<file path="config.mk">
export PLATFORM = sky130hd
export DESIGN_NAME = image_scale_extract
export DESIGN_NICKNAME = d
export VERILOG_FILES = /design/src/rtl/image_scale_extract.sv
export SDC_FILE = /design/constraint.sdc
export NUM_CORES = 1
export LEC_CHECK = 0
export CELL_PAD_IN_SITES_DETAIL_PLACEMENT = 0
export CELL_PAD_IN_SITES_GLOBAL_PLACEMENT = 1
export CORE_MARGIN = 5
export CORE_UTILIZATION = 39
export DETAILED_ROUTE_END_ITERATION = 6
export PLACE_DENSITY_LB_ADDON = 0.1
export SLEW_MARGIN = 10
export SYNTH_ARGS = -nofsm -noshare
export SYNTH_HDL_FRONTEND = slang
export SYNTH_SLANG_ARGS = --single-unit
</file>
<file path="constraint.sdc">
create_clock -name clk_ctrl -period 6.4 [get_ports clk_ctrl]
set_input_delay 1.28 -clock clk_ctrl [delete_from_list [all_inputs] [get_ports clk_ctrl]]
set_output_delay 1.28 -clock clk_ctrl [all_outputs]
set_load 0.05 [all_outputs]
</file>
<file path="src/rtl/image_scale_extract.sv">
// Places a ROM-held RGB565 image at a programmable origin with 1x/2x/4x pixel replication.
// Define IMAGE_SCALE_EXTRACT_COLOR_KEY_EN to treat ROM words equal to key_color as transparent.
module image_scale_extract #(
  parameter int H_VISIBLE  = 800,
  parameter int V_VISIBLE  = 480,
  parameter int IMG_WIDTH  = 200,
  parameter int IMG_HEIGHT = 200,
  parameter int DATA_W     = 16,
  parameter int ADDR_W     = 16,
  parameter int ROM_LAT    = 1
) (
  input  logic              clk_ctrl,
  input  logic              reset_n,
  input  logic [15:0]       img_hbegin,
  input  logic [15:0]       img_vbegin,
  input  logic [1:0]        scale_sel,
  input  logic [DATA_W-1:0] back_color,
  input  logic [DATA_W-1:0] key_color,
  input  logic              frame_begin,
  input  logic              disp_data_req,
  input  logic [11:0]       visible_hcount,
  input  logic [11:0]       visible_vcount,
  output logic [ADDR_W-1:0] rom_addra,
  input  logic [DATA_W-1:0] rom_data,
  output logic [DATA_W-1:0] disp_data,
  output logic              disp_valid,
  output logic              in_image
);

  typedef enum logic {S_IDLE, S_FRAME} state_t;

  localparam logic [16:0]       HV17 = 17'(H_VISIBLE);
  localparam logic [16:0]       VV17 = 17'(V_VISIBLE);
  localparam logic [16:0]       IW17 = 17'(IMG_WIDTH);
  localparam logic [16:0]       IH17 = 17'(IMG_HEIGHT);
  localparam logic [ADDR_W-1:0] IW_A = ADDR_W'(IMG_WIDTH);

  state_t            state;
  logic [15:0]       hb_sh, vb_sh;
  logic [2:0]        scale_sh;
  logic [ADDR_W-1:0] col_idx, row_base;
  logic [1:0]        h_rep, v_rep;
  logic [ROM_LAT-1:0] win_pipe, req_pipe;
  logic              out_en;

  logic [16:0] sw, sh, h_end_raw, v_end_raw, h_end, v_end, hcnt17, vcnt17;
  logic        h_win, v_win, win, line_last, h_rep_last, v_rep_last;
  logic        win_d, key_hit, show_rom;

  // Scaled image extent, clipped against the visible area in 17 bits so large origins cannot wrap.
  always_comb begin
    sw = IW17;
    sh = IH17;
    case (scale_sh)
      3'd2: begin sw = IW17 << 1; sh = IH17 << 1; end
      3'd4: begin sw = IW17 << 2; sh = IH17 << 2; end
      default: begin sw = IW17; sh = IH17; end
    endcase
    h_end_raw = {1'b0, hb_sh} + sw;
    v_end_raw = {1'b0, vb_sh} + sh;
    h_end     = (h_end_raw > HV17) ? HV17 : h_end_raw;
    v_end     = (v_end_raw > VV17) ? VV17 : v_end_raw;
    hcnt17    = {5'd0, visible_hcount};
    vcnt17    = {5'd0, visible_vcount};
  end

  assign h_win      = (hcnt17 >= {1'b0, hb_sh}) && (hcnt17 < h_end);
  assign v_win      = (vcnt17 >= {1'b0, vb_sh}) && (vcnt17 < v_end);
  assign win        = (state == S_FRAME) && disp_data_req && h_win && v_win;
  assign line_last  = (hcnt17 == h_end - 17'd1);
  assign h_rep_last = ({1'b0, h_rep} == scale_sh - 3'd1);
  assign v_rep_last = ({1'b0, v_rep} == scale_sh - 3'd1);
  assign rom_addra  = row_base + col_idx;

  // Frame control, shadow registers and address counters; frame_begin outranks a window pixel.
  always_ff @(posedge clk_ctrl or negedge reset_n) begin
    if (!reset_n) begin
      state    <= S_IDLE;
      hb_sh    <= '0;
      vb_sh    <= '0;
      scale_sh <= 3'd1;
      col_idx  <= '0;
      row_base <= '0;
      h_rep    <= '0;
      v_rep    <= '0;
    end else if (frame_begin) begin
      state    <= S_FRAME;
      hb_sh    <= img_hbegin;
      vb_sh    <= img_vbegin;
      case (scale_sel)
        2'd1:    scale_sh <= 3'd2;
        2'd2:    scale_sh <= 3'd4;
        default: scale_sh <= 3'd1;
      endcase
      col_idx  <= '0;
      row_base <= '0;
      h_rep    <= '0;
      v_rep    <= '0;
    end else if (win) begin
      if (line_last) begin
        col_idx <= '0;
        h_rep   <= '0;
        if (v_rep_last) begin
          v_rep    <= '0;
          row_base <= row_base + IW_A;
        end else begin
          v_rep <= v_rep + 2'd1;
        end
      end else if (h_rep_last) begin
        h_rep   <= '0;
        col_idx <= col_idx + 1'b1;
      end else begin
        h_rep <= h_rep + 2'd1;
      end
    end
  end

  // Delay the window and request flags so they line up with the ROM word for the same pixel.
  always_ff @(posedge clk_ctrl or negedge reset_n) begin
    if (!reset_n) begin
      win_pipe <= '0;
      req_pipe <= '0;
      out_en   <= 1'b0;
    end else begin
      out_en      <= 1'b1;
      win_pipe[0] <= win;
      req_pipe[0] <= disp_data_req;
      for (int i = 1; i < ROM_LAT; i++) begin
        win_pipe[i] <= win_pipe[i-1];
        req_pipe[i] <= req_pipe[i-1];
      end
    end
  end

  assign win_d = win_pipe[ROM_LAT-1];

`ifdef IMAGE_SCALE_EXTRACT_COLOR_KEY_EN
  assign key_hit = win_d && (rom_data == key_color);
`else
  logic unused_key;
  assign unused_key = ^key_color;
  assign key_hit    = 1'b0;
`endif

  assign show_rom   = win_d && !key_hit;
  assign in_image   = show_rom;
  assign disp_valid = req_pipe[ROM_LAT-1];
  assign disp_data  = !out_en ? '0 : (show_rom ? rom_data : back_color);

endmodule

</file>
# [Yosys cells after proc, flatten, opt, wreduce, memory -nomap -nowiden]
# Cells that the tools add are included.
[totals] reg_bits=75 input_bits=110 out_inout_bits=34 word_cells=67
[op_classes] add_sub_neg=9 magnitude_cmp=6 eq_ne=7 muxes=22 n_reduce_logical=12
[ops] op="2-to-1 mux 16 bit" n=10
[ops] op="adder 16 x 17 -> 17 bit" n=2
[ops] op="< comparator 12 x 17 -> 1 bit" n=2
[ops] op="2-to-1 mux 17 bit" n=2
[ops] op=">= comparator 12 x 16 -> 1 bit" n=2
[ops] op="case mux 10 bit (2 select lines)" n=1
[ops] op="== test 12 x 17 -> 1 bit" n=1
[ops] op="> comparator 17 x 10 -> 1 bit (second input constant)" n=1
[ops] op="> comparator 17 x 9 -> 1 bit (second input constant)" n=1
[ops] op="subtractor 17 x 1 -> 17 bit (second input constant)" n=1
[ops] op="adder 16 x 1 -> 16 bit (second input constant)" n=1
[ops] op="adder 16 bit" n=1
[ops] op="adder 16 x 8 -> 16 bit (second input constant)" n=1
[ops] op="2-to-1 mux 2 bit" n=8
[ops] op="== test 2 x 3 -> 1 bit" n=2
[ops] op="case mux 3 bit (2 select lines)" n=1
[ops] op="nonzero test 2 bit" n=3
[ops] op="logical AND 1 bit" n=5
[ops] op="adder 2 x 1 -> 2 bit (second input constant)" n=2
[ops] op="AND reduction 2 bit" n=2
[ops] op="== test 3 x 2 -> 1 bit (second input constant)" n=1
[ops] op="== test 3 bit (second input constant)" n=1
[ops] op="AND reduction 3 bit" n=1
[ops] op="nonzero test 3 bit" n=1
[ops] op="other kinds (3)" n=3

# [Logic depth before layout (Yosys ltp)]
# Gate-level depths: netlist of the first run.
[depth] ltp_word=11 depth_mapped=30 mapped_depth_nobuf=28

# [Worst setup path before layout of the first run]
# No wires, ideal clock.
[synth_path] path_type="flip-flop to flip-flop" from="register scale_sh[0]" to="register row_base[10]" setup_ns=0.127 t_arrival_ns=5.752 t_required_ns=6.273 slack_ns=0.521 stages_incl_launch_ff=29 n_path_buf=5 synth_period_minus_slack_ns=5.879 cell_sequence="dfstp_2 > inv_1 > ha_1 > nand2b_1 > buf_6 > nand2_1 > inv_1 > ha_1 > clkbuf_1 > nand4_1 > a21oi_1 > nor3_1 > o211ai_1 > a211oi_4 > buf_2 > nand2_1 > ha_1 > nand2_1 > or3_1 > buf_1 > or4_1 > nand3_1 > o221ai_1 > a211o_1 > nor4_4 > and3_1 > buf_2 > nand4_1 > mux2_1"
[synth_via] elab_chain_cells=11 elab_cells_between_ends=23 cone_classes="4 x add/sub; 4 x order compare; 4 x eq/ne; 3 x mux; 8 x reduce/logical"
[synth_lines] item="start: declaration" line="40" rtl="logic [2:0] scale_sh;"
[synth_lines] item="start signal: assignment" line="81" rtl="scale_sh <= 3'd1;"
[synth_lines] item="start signal: assignment" line="91" rtl="2'd1: scale_sh <= 3'd2;"
[synth_lines] item="start signal: assignment" line="92" rtl="2'd2: scale_sh <= 3'd4;"
[synth_lines] item="parallel branches: the longest is 10 deep, another holds adder 16 x 17 -> 17 bit"
[synth_lines] item="AND reduction 3 bit (no line) (*)"
[synth_lines] item="end signal: assignment" line="105" rtl="row_base <= row_base + IW_A;"
[synth_lines] item="end: declaration" line="41" rtl="logic [ADDR_W-1:0] col_idx, row_base;"
# Every way passes the cells marked *.
# A chain may end at the register's enable or synchronous reset.

# [Worst setup path in the final report of the first run]
[layout_path] from="register scale_sh[0]" to="register row_base[15]"
# Same word-level chain as after synthesis.

==> results.md, run 1 <==
* Clock Tree Root: clkbuf_16
* DR pass1 iterations at 4
* Share of layout cells above drive strength 1 at a little under an eighth
* Die W at 143 um
* Routed via count at approximately 6,500
* Grt ovf at 0
* Sw frac at 34.0%
* Switching power at approximately 550 uW
* VDD IR max at 0.161 mV
* Worst setup EP type: register
* Iteration-0 DRC Markers at 246
* Post-synthesis register bit count at between 70 and 80
* Detail Placement HPWL at between 15,000 and 20,000 um
* Max-cap violations at 0
* Worst slew pin tran at 0.988 ns
* Layout area overhead at 29.6%
* Multi-input logic area at around 4900 sq um
* Clock slew at reported path FFs at about 0.06 ns
* Ys flop type: dfrtp_1
* Clk_lat worst skew at approximately 0.35 ns
* Pwr/cell area at about 180 nW/um^2
* All-Layer GR Usage at about a fifth
* Post-Place Worst Slack at -0.102 ns
* Final hold slack at between 0.4 and 0.5 ns
* Setup violators final at 0
* Synth Instances at 819
* Crit path time final at 6.02 ns
* Fillers at between 1,500 and 2,000
* Vias in the first global route at between 6,000 and 7,000
* Initial antenna violation count at 1
* Clock Skew at 0.0119 ns
* Comb pwr share at between 30% and 40%
* Status: finished, final reports clean
* Clock power share at around a third
* CP Class: register to register
* Final Cell Area at 8960 sq um
* Worst hold-check path type: register to register
* Leak at roughly 3.7 nW
* Most common cell after layout, fill and taps aside: clkdlybuf4s50_1
* Num CTS Buffers at 9
* Final WS setup at 0.380 ns
* Critical Path RT at ~6.6 ns
* Seq pwr share at between 30% and 40%
* TritonCTS clock tree: done
* Setup TNS at 0 ns
* CTS Hold Bufs at 0
* DR vias/cell at 5.49
* ANT nets after route at 0
* Max stage delay on crit path at approximately 0.58 ns
* First-pass GRT wire length at roughly 32,000 um
* Die Height at 143 um
* Mapped cell area at just under 7000 sq um
* I/O pin cnt at 144
* Startpoint Class: register
* Per-cell routed wire length at roughly 17 um
* Largest net degree at the start of global routing at 86
* Layout Cells excl Fill at roughly 1,200
* Yosys cell types at 84
* Post-place instance area at about 8500 sq um
* CTS Buffer Depth at 2
* Internal power at roughly 1.1 mW
* Initial Utilization at 39.8%
* Reg2Reg Launch Point: scale_sh[0]$_DFFE_PN1P_
* H-tree Lvls at 3
* Nets@finish at roughly 1,100
* CP Max Fanout at 6
* Async SR Flop Fraction at 100%
* Hold path start: state$_DFFE_PN0P_
* Register area share after synthesis at 26.1%
* DRT Wirelength at 19,900 um
* # DRC at 0
* Final worst-path cycle share at 94.1%
* PortBufs at 127
* Final core occ at between 50% and 60%
* Slowest CP cell: or4b_4
* Hold Fails Final Rpt at 0
* Critical Path AT at about 6.3 ns
* FP Rows at 48
* Final slew viol count at 0
* Inst Count DP at 1,168
* Gpl congestion at slightly below 0.9
* Slew HR at about a third
* Most frequent cells in the layout: clkdlybuf4s50_1, ha_1, dfrtp_1, nand2_1, nor2_1
* Syn_area_per_cell at about 8.4 sq um
* Syn. warnings at 0
* Critical path startpoint: scale_sh[0]$_DFFE_PN1P_
* Core area at between 15,000 and 20,000 sq um
* Die area at about 20,000 sq um
* Clock sinks at between 70 and 80
* Pwr Total at 1.62 mW
* Sequential Area at 1800 sq um
* EDFF count, synth at 0
* Fmax at 0.166 GHz
## area by class of cell
type	count	share of cell area, %
Multi-Input combinational cell	668	54.3
Tap cell	225	3.14
Clock inverter	7	1.14
Antenna cell	1	0.0279
Sequential cell	72	20.1
Inverter	48	2.01
Timing Repair Buffer	157	16.8
Clock buffer	9	2.51
## registers in the layout, summed over array words and instances, names as in the netlist, 2 cells and up
| signal | cells |
|---|---|
| h_rep | 2 |
| hb_sh | 16 |
| col_idx | 16 |
| vb_sh | 16 |
| v_rep | 2 |
| scale_sh | 3 |
| row_base | 13 |
## critical path: cells and delay by family (launching register included)
kind / cells / cell delay, ns
AND/OR/NAND/NOR: 10 / 2.05
AO/OA/AOI/OAI: 8 / 1.42
adder cells (fa/ha/maj): 4 / 0.99
buffers and inverters: 5 / 0.75
flip-flops: 1 / 0.38
multiplexers: 1 / 0.33
## power by group through the flow
| stage | registers, mW | clock network, mW | logic (mW) |
|---|---|---|---|
| 2_1_floorplan | 0.501 | 0 | 0.355 |
| 3_3_place_gp | 0.510 | 0 | 0.528 |
| 5_1_grt | 0.505 | 0.599 | 0.613 |
| 6_report | 0.502 | 0.566 | 0.555 |
| 3_5_place_dp | 0.510 | 0 | 0.536 |
| 4_1_cts | 0.502 | 0.583 | 0.543 |
## layer usage
metal	vias to the layer above	global-route usage [%]	wire length (um)
met1	3136	24.1	8860
li1	3257	-	-
met5	-	0	0
met2	99	35.0	10100
met3	19	3.32	651
met4	0	3.90	280
## Yosys cell counts (4+ instances only)
cell	n	area [sq um]
nand2_1	71	267
or2_2	4	25.0
nand4_1	13	81.3
mux2_1	4	45.0
mux2_2	10	113
and3_1	8	50.1
nor2b_1	29	181
inv_1	48	180
o31ai_1	4	30.0
mux2i_1	19	190
o211ai_1	9	67.6
o21ai_1	4	20.0
nor4_1	9	56.3
a21o_1	8	60.1
or3_1	12	75.1
o31a_1	5	43.8
a211oi_1	11	82.6
o31ai_2	5	62.6
xor2_1	12	105
a21oi_1	36	180
o21a_1	15	113
clkbuf_1	24	90.1
o21ai_0	54	270
a31oi_1	5	31.3
nor3_1	27	135
ha_1	81	1010
xnor2_1	30	263
nand3_1	26	130
nand2b_1	13	81.3
dfrtp_1	71	1780
a2111oi_0	4	35.0
buf_2	5	25.0
nor2_1	64	240
## timing repair
item                                    CTS  global route
pin swaps                                 0             5
resized for setup                         4            21
buffers inserted                          0             2
endpoints found under the setup margin   22            33
## worst paths after layout
check | end | slack (ns) | cells past startpoint
worst max-delay path | row_base[15]$_DFFE_PN0P_ | 0.38 | 28
worst min-delay path | state$_DFFE_PN0P_ | 0.49 | 1
worst max register to register | row_base[15]$_DFFE_PN0P_ | 0.38 | 28
worst min register to register | state$_DFFE_PN0P_ | 0.49 | 1
max in group asynchronous | vb_sh[0]$_DFFE_PN0P_ | 4.68 | 1
min in group asynchronous | hb_sh[6]$_DFFE_PN0P_ | 1.10 | 1
## cells by family after synthesis
logic type,count (synthesis),share of synthesized area [%]
AO/OA/AOI/OAI,201,20.8
XOR/XNOR,42,5.32
adder cells (fa/ha/maj),81,14.7
buffers and inverters,84,5.03
flip-flops,72,26.1
multiplexers,33,5.03
other,1,0.0542
AND/OR/NAND/NOR,305,23.0
(Power assumes the default switching activity.)
==> inputs of run 2 (changes only) <==
CORE_ASPECT_RATIO = 1.1   (was not set)
==> run 2 against run 1 <==
Net effect:
- wire length rose by 2.9%
- register-to-register slack worse by 0.02 ns
- power shrank 0.55%
- highest routed layer unchanged
- fmax decreased by 0.34%
- global-route usage rose by 0.29 points
==> results.md, run 2 (synthesis results as in run 1) <==
* Clock slew at reported path FFs at 0.07 ns (about the same)
* I/O pin cnt at 144 (unchanged)
* Crit path time final at 6.04 ns (+0.0203 ns)
* Most frequent cells in the layout: clkdlybuf4s50_1, ha_1, dfrtp_1, nand2_1, nor2_1
* Most common cell after layout, fill and taps aside: clkdlybuf4s50_1
* Final Cell Area at 9060 sq um (+1.0%)
* Max-cap violations at 0 (unchanged)
* Layout area overhead at 31.0%
* Routed via count at 6,631 (+1.8%)
* Clock Skew at 0.0131 ns (+0.00127 ns)
* Seq pwr share at 31.2% (+0.3 points)
* TritonCTS clock tree: done
* Final core occ at 51.6% (about the same)
* Worst hold-check path type: register to register
* Hold path start: state$_DFFE_PN0P_
* Slew HR at 34.1% (+0.48 points)
* Final slew viol count at 0 (unchanged)
* DR vias/cell at 5.46 (-0.42%)
* Largest registers: col_idx: 16 flops, hb_sh: 16 flops, vb_sh: 16 flops
* Grt ovf at 0 (unchanged)
* ANT nets after route at 0 (unchanged)
* Setup violators final at 0 (unchanged)
* Clk_lat worst skew at 0.35 ns (about the same)
* Comb pwr share at 35.9% (+1.7 points)
* CP Capture Point: col_idx[9]$_DFFE_PN0P_
* Clock power share at 32.9% (-2.0 points)
* Final WS setup at 0.360 ns (-0.0203 ns)
* R2r endpoint: col_idx[9]$_DFFE_PN0P_
* CTS Buffer Depth at 2 (unchanged)
* CTS Hold Bufs at 0 (unchanged)
* Status: finished, final reports clean
* Pwr/cell area at 178 nW/um^2 (-1.6%)
* Worst slew pin tran at 0.981 ns (-0.00713 ns)
* Critical Path RT at 6.66 ns (+0.03 ns)
* CP Max Fanout at 10 (+4)
* Critical path startpoint: scale_sh[0]$_DFFE_PN1P_
* Reg2Reg Launch Point: scale_sh[0]$_DFFE_PN1P_
* H-tree Lvls at 3 (unchanged)
* Clock sinks at 72 (unchanged)
* Initial Utilization at 39.4% (-0.43 points)
* Nets@finish at 1,160 (+1.1%)
* DR pass1 iterations at 5 (+1)
* First-pass GRT wire length at 32,100 um (-0.47%)
* PortBufs at 127 (unchanged)
* Hold Fails Final Rpt at 0 (unchanged)
* DRT Wirelength at 20,500 um (+2.9%)
* Internal power at 1.05 mW (-2.3%)
* Die area at 20,500 sq um (about the same)
* Core area at 17,500 sq um (+1.1%)
* Clock Tree Root: clkbuf_16
* Startpoint Class: register
* CP Class: register to register
* All-Layer GR Usage at 19.6% (+0.29 points)
* Initial antenna violation count at 0 (-1)
* VDD IR max at 0.153 mV (-5.2%)
* Share of layout cells above drive strength 1 at 12.1% (+0.77 points)
* Num CTS Buffers at 9 (unchanged)
* Gpl congestion at 0.894 (-0.11%)
* Critical Path AT at 6.30 ns (+0.05 ns)
* Vias in the first global route at 6,384 (-3.5%)
* Final hold slack at 0.501 ns (+0.00743 ns)
* Worst setup EP type: register
* Fillers at 1,684 (+1.7%)
* Largest net degree at the start of global routing at 73 (-15%)
* Switching power at 568 uW (+2.9%)
* Post-Place Worst Slack at 0.166 ns (+0.268 ns)
* Detail Placement HPWL at 16,300 um (+3.6%)
* Per-cell routed wire length at 16.9 um (+0.66%)
* Leak at 3.80 nW (+1.7%)
* Pwr Total at 1.61 mW (-0.55%)
* Die W at 137 um (-4.3%)
* Sw frac at 35.2% (+1.2 points)
* Die Height at 150 um (+4.5%)
* Iteration-0 DRC Markers at 390 (+59%)
* # DRC at 0 (unchanged)
* FP Rows at 51 (+6.3%)
* Post-place instance area at 8630 sq um (+1.2%)
* Reg2reg setup slack at 0.36 ns (-0.02 ns)
* Worst R2R Path Depth at 25 (-11%)
* Fmax at 0.166 GHz (-0.34%)
* Final worst-path cycle share at 94.4% (+0.32 points)
run 2: cell count changes in the layout (fill, tap and decap cells not counted), sizes merged:
| cell | previous run | this run |
|---|---|---|
| clkinv | 2 | 0 |
| bufinv | 2 | 1 |
| buf | 32 | 45 |
| diode | 1 | 2 |
| clkinvlp | 1 | 2 |
| inv | 50 | 52 |
run 2: routing by layer:
metal | vias up | GRT usage, % | share of wire (%)
met2 | 170 | 31.9 | 48
met3 | 24 | 3.87 | 5.4
li1 | 3281 | - | -
met4 | 0 | 5.69 | 1.5
met5 | - | 0 | 0
met1 | 3156 | 26.3 | 45
run 2: metrics by stage:
| step | cells | setup TNS [ns] |
|---|---|---|
| 6_report | 1214 | 0 |
| 3_5_place_dp | 1192 | 0 |
| 5_1_grt | 1212 | -0.148 |
| 4_1_cts | 1208 | 0 |
| 2_1_floorplan | 824 | 0 |
| 3_3_place_gp | 1192 | 0 |
run 2: what timing repair did:
item,CTS,global route
resized for setup,0,21
buffers inserted,0,4
endpoints found under the setup margin,0,33
run 2: how the worst min path moves through the flow:
stage	cells past startpoint	to
global placement	1	state$_DFFE_PN0P_
finish	1	state$_DFFE_PN0P_
floorplan	1	state$_DFFE_PN0P_
detailed placement	1	state$_DFFE_PN0P_
global route	1	state$_DFFE_PN0P_
CTS	1	state$_DFFE_PN0P_
run 2: worst max-delay path, cell delays in order (launching register included):
cell and delay, ns:
dfstp_2 0.56, inv_1 0.09, ha_1 0.21, nand2_2 0.12
inv_1 0.13, ha_2 0.48, and4b_1 0.27, nor2_1 0.08
o31a_1 0.27, o221ai_2 0.24, o211a_1 0.23, a211oi_4 0.07
nand2_1 0.12, ha_1 0.17, buf_4 0.14, nand2_1 0.11
or3_4 0.38, or4_1 0.44, nand3_1 0.10, o221ai_1 0.11
a211o_1 0.32, nor4_4 0.34, buf_6 0.18, o21ai_1 0.10
or3_4 0.46, o31ai_2 0.21
run 2: final cells by class:
cell class / count / area (sq um) / area share [%]
inverter: 48 / 180 / 1.99
tap: 238 / 298 / 3.29
sequential: 72 / 1800 / 19.9
antenna: 2 / 5.00 / 0.0553
multi-input combinational: 668 / 4860 / 53.6
clock inverter: 7 / 85.1 / 0.939
clock buffer: 9 / 225 / 2.49
timing repair buffer: 170 / 1600 / 17.7
run 2: power groups by stage:
stage / logic [mW] / clock network [mW] / registers [mW]
after floorplan: 0.355 / 0 / 0.501
after global placement: 0.540 / 0 / 0.511
after detailed placement: 0.551 / 0 / 0.512
after CTS: 0.555 / 0.550 / 0.504
after global routing: 0.632 / 0.571 / 0.508
final: 0.580 / 0.531 / 0.503
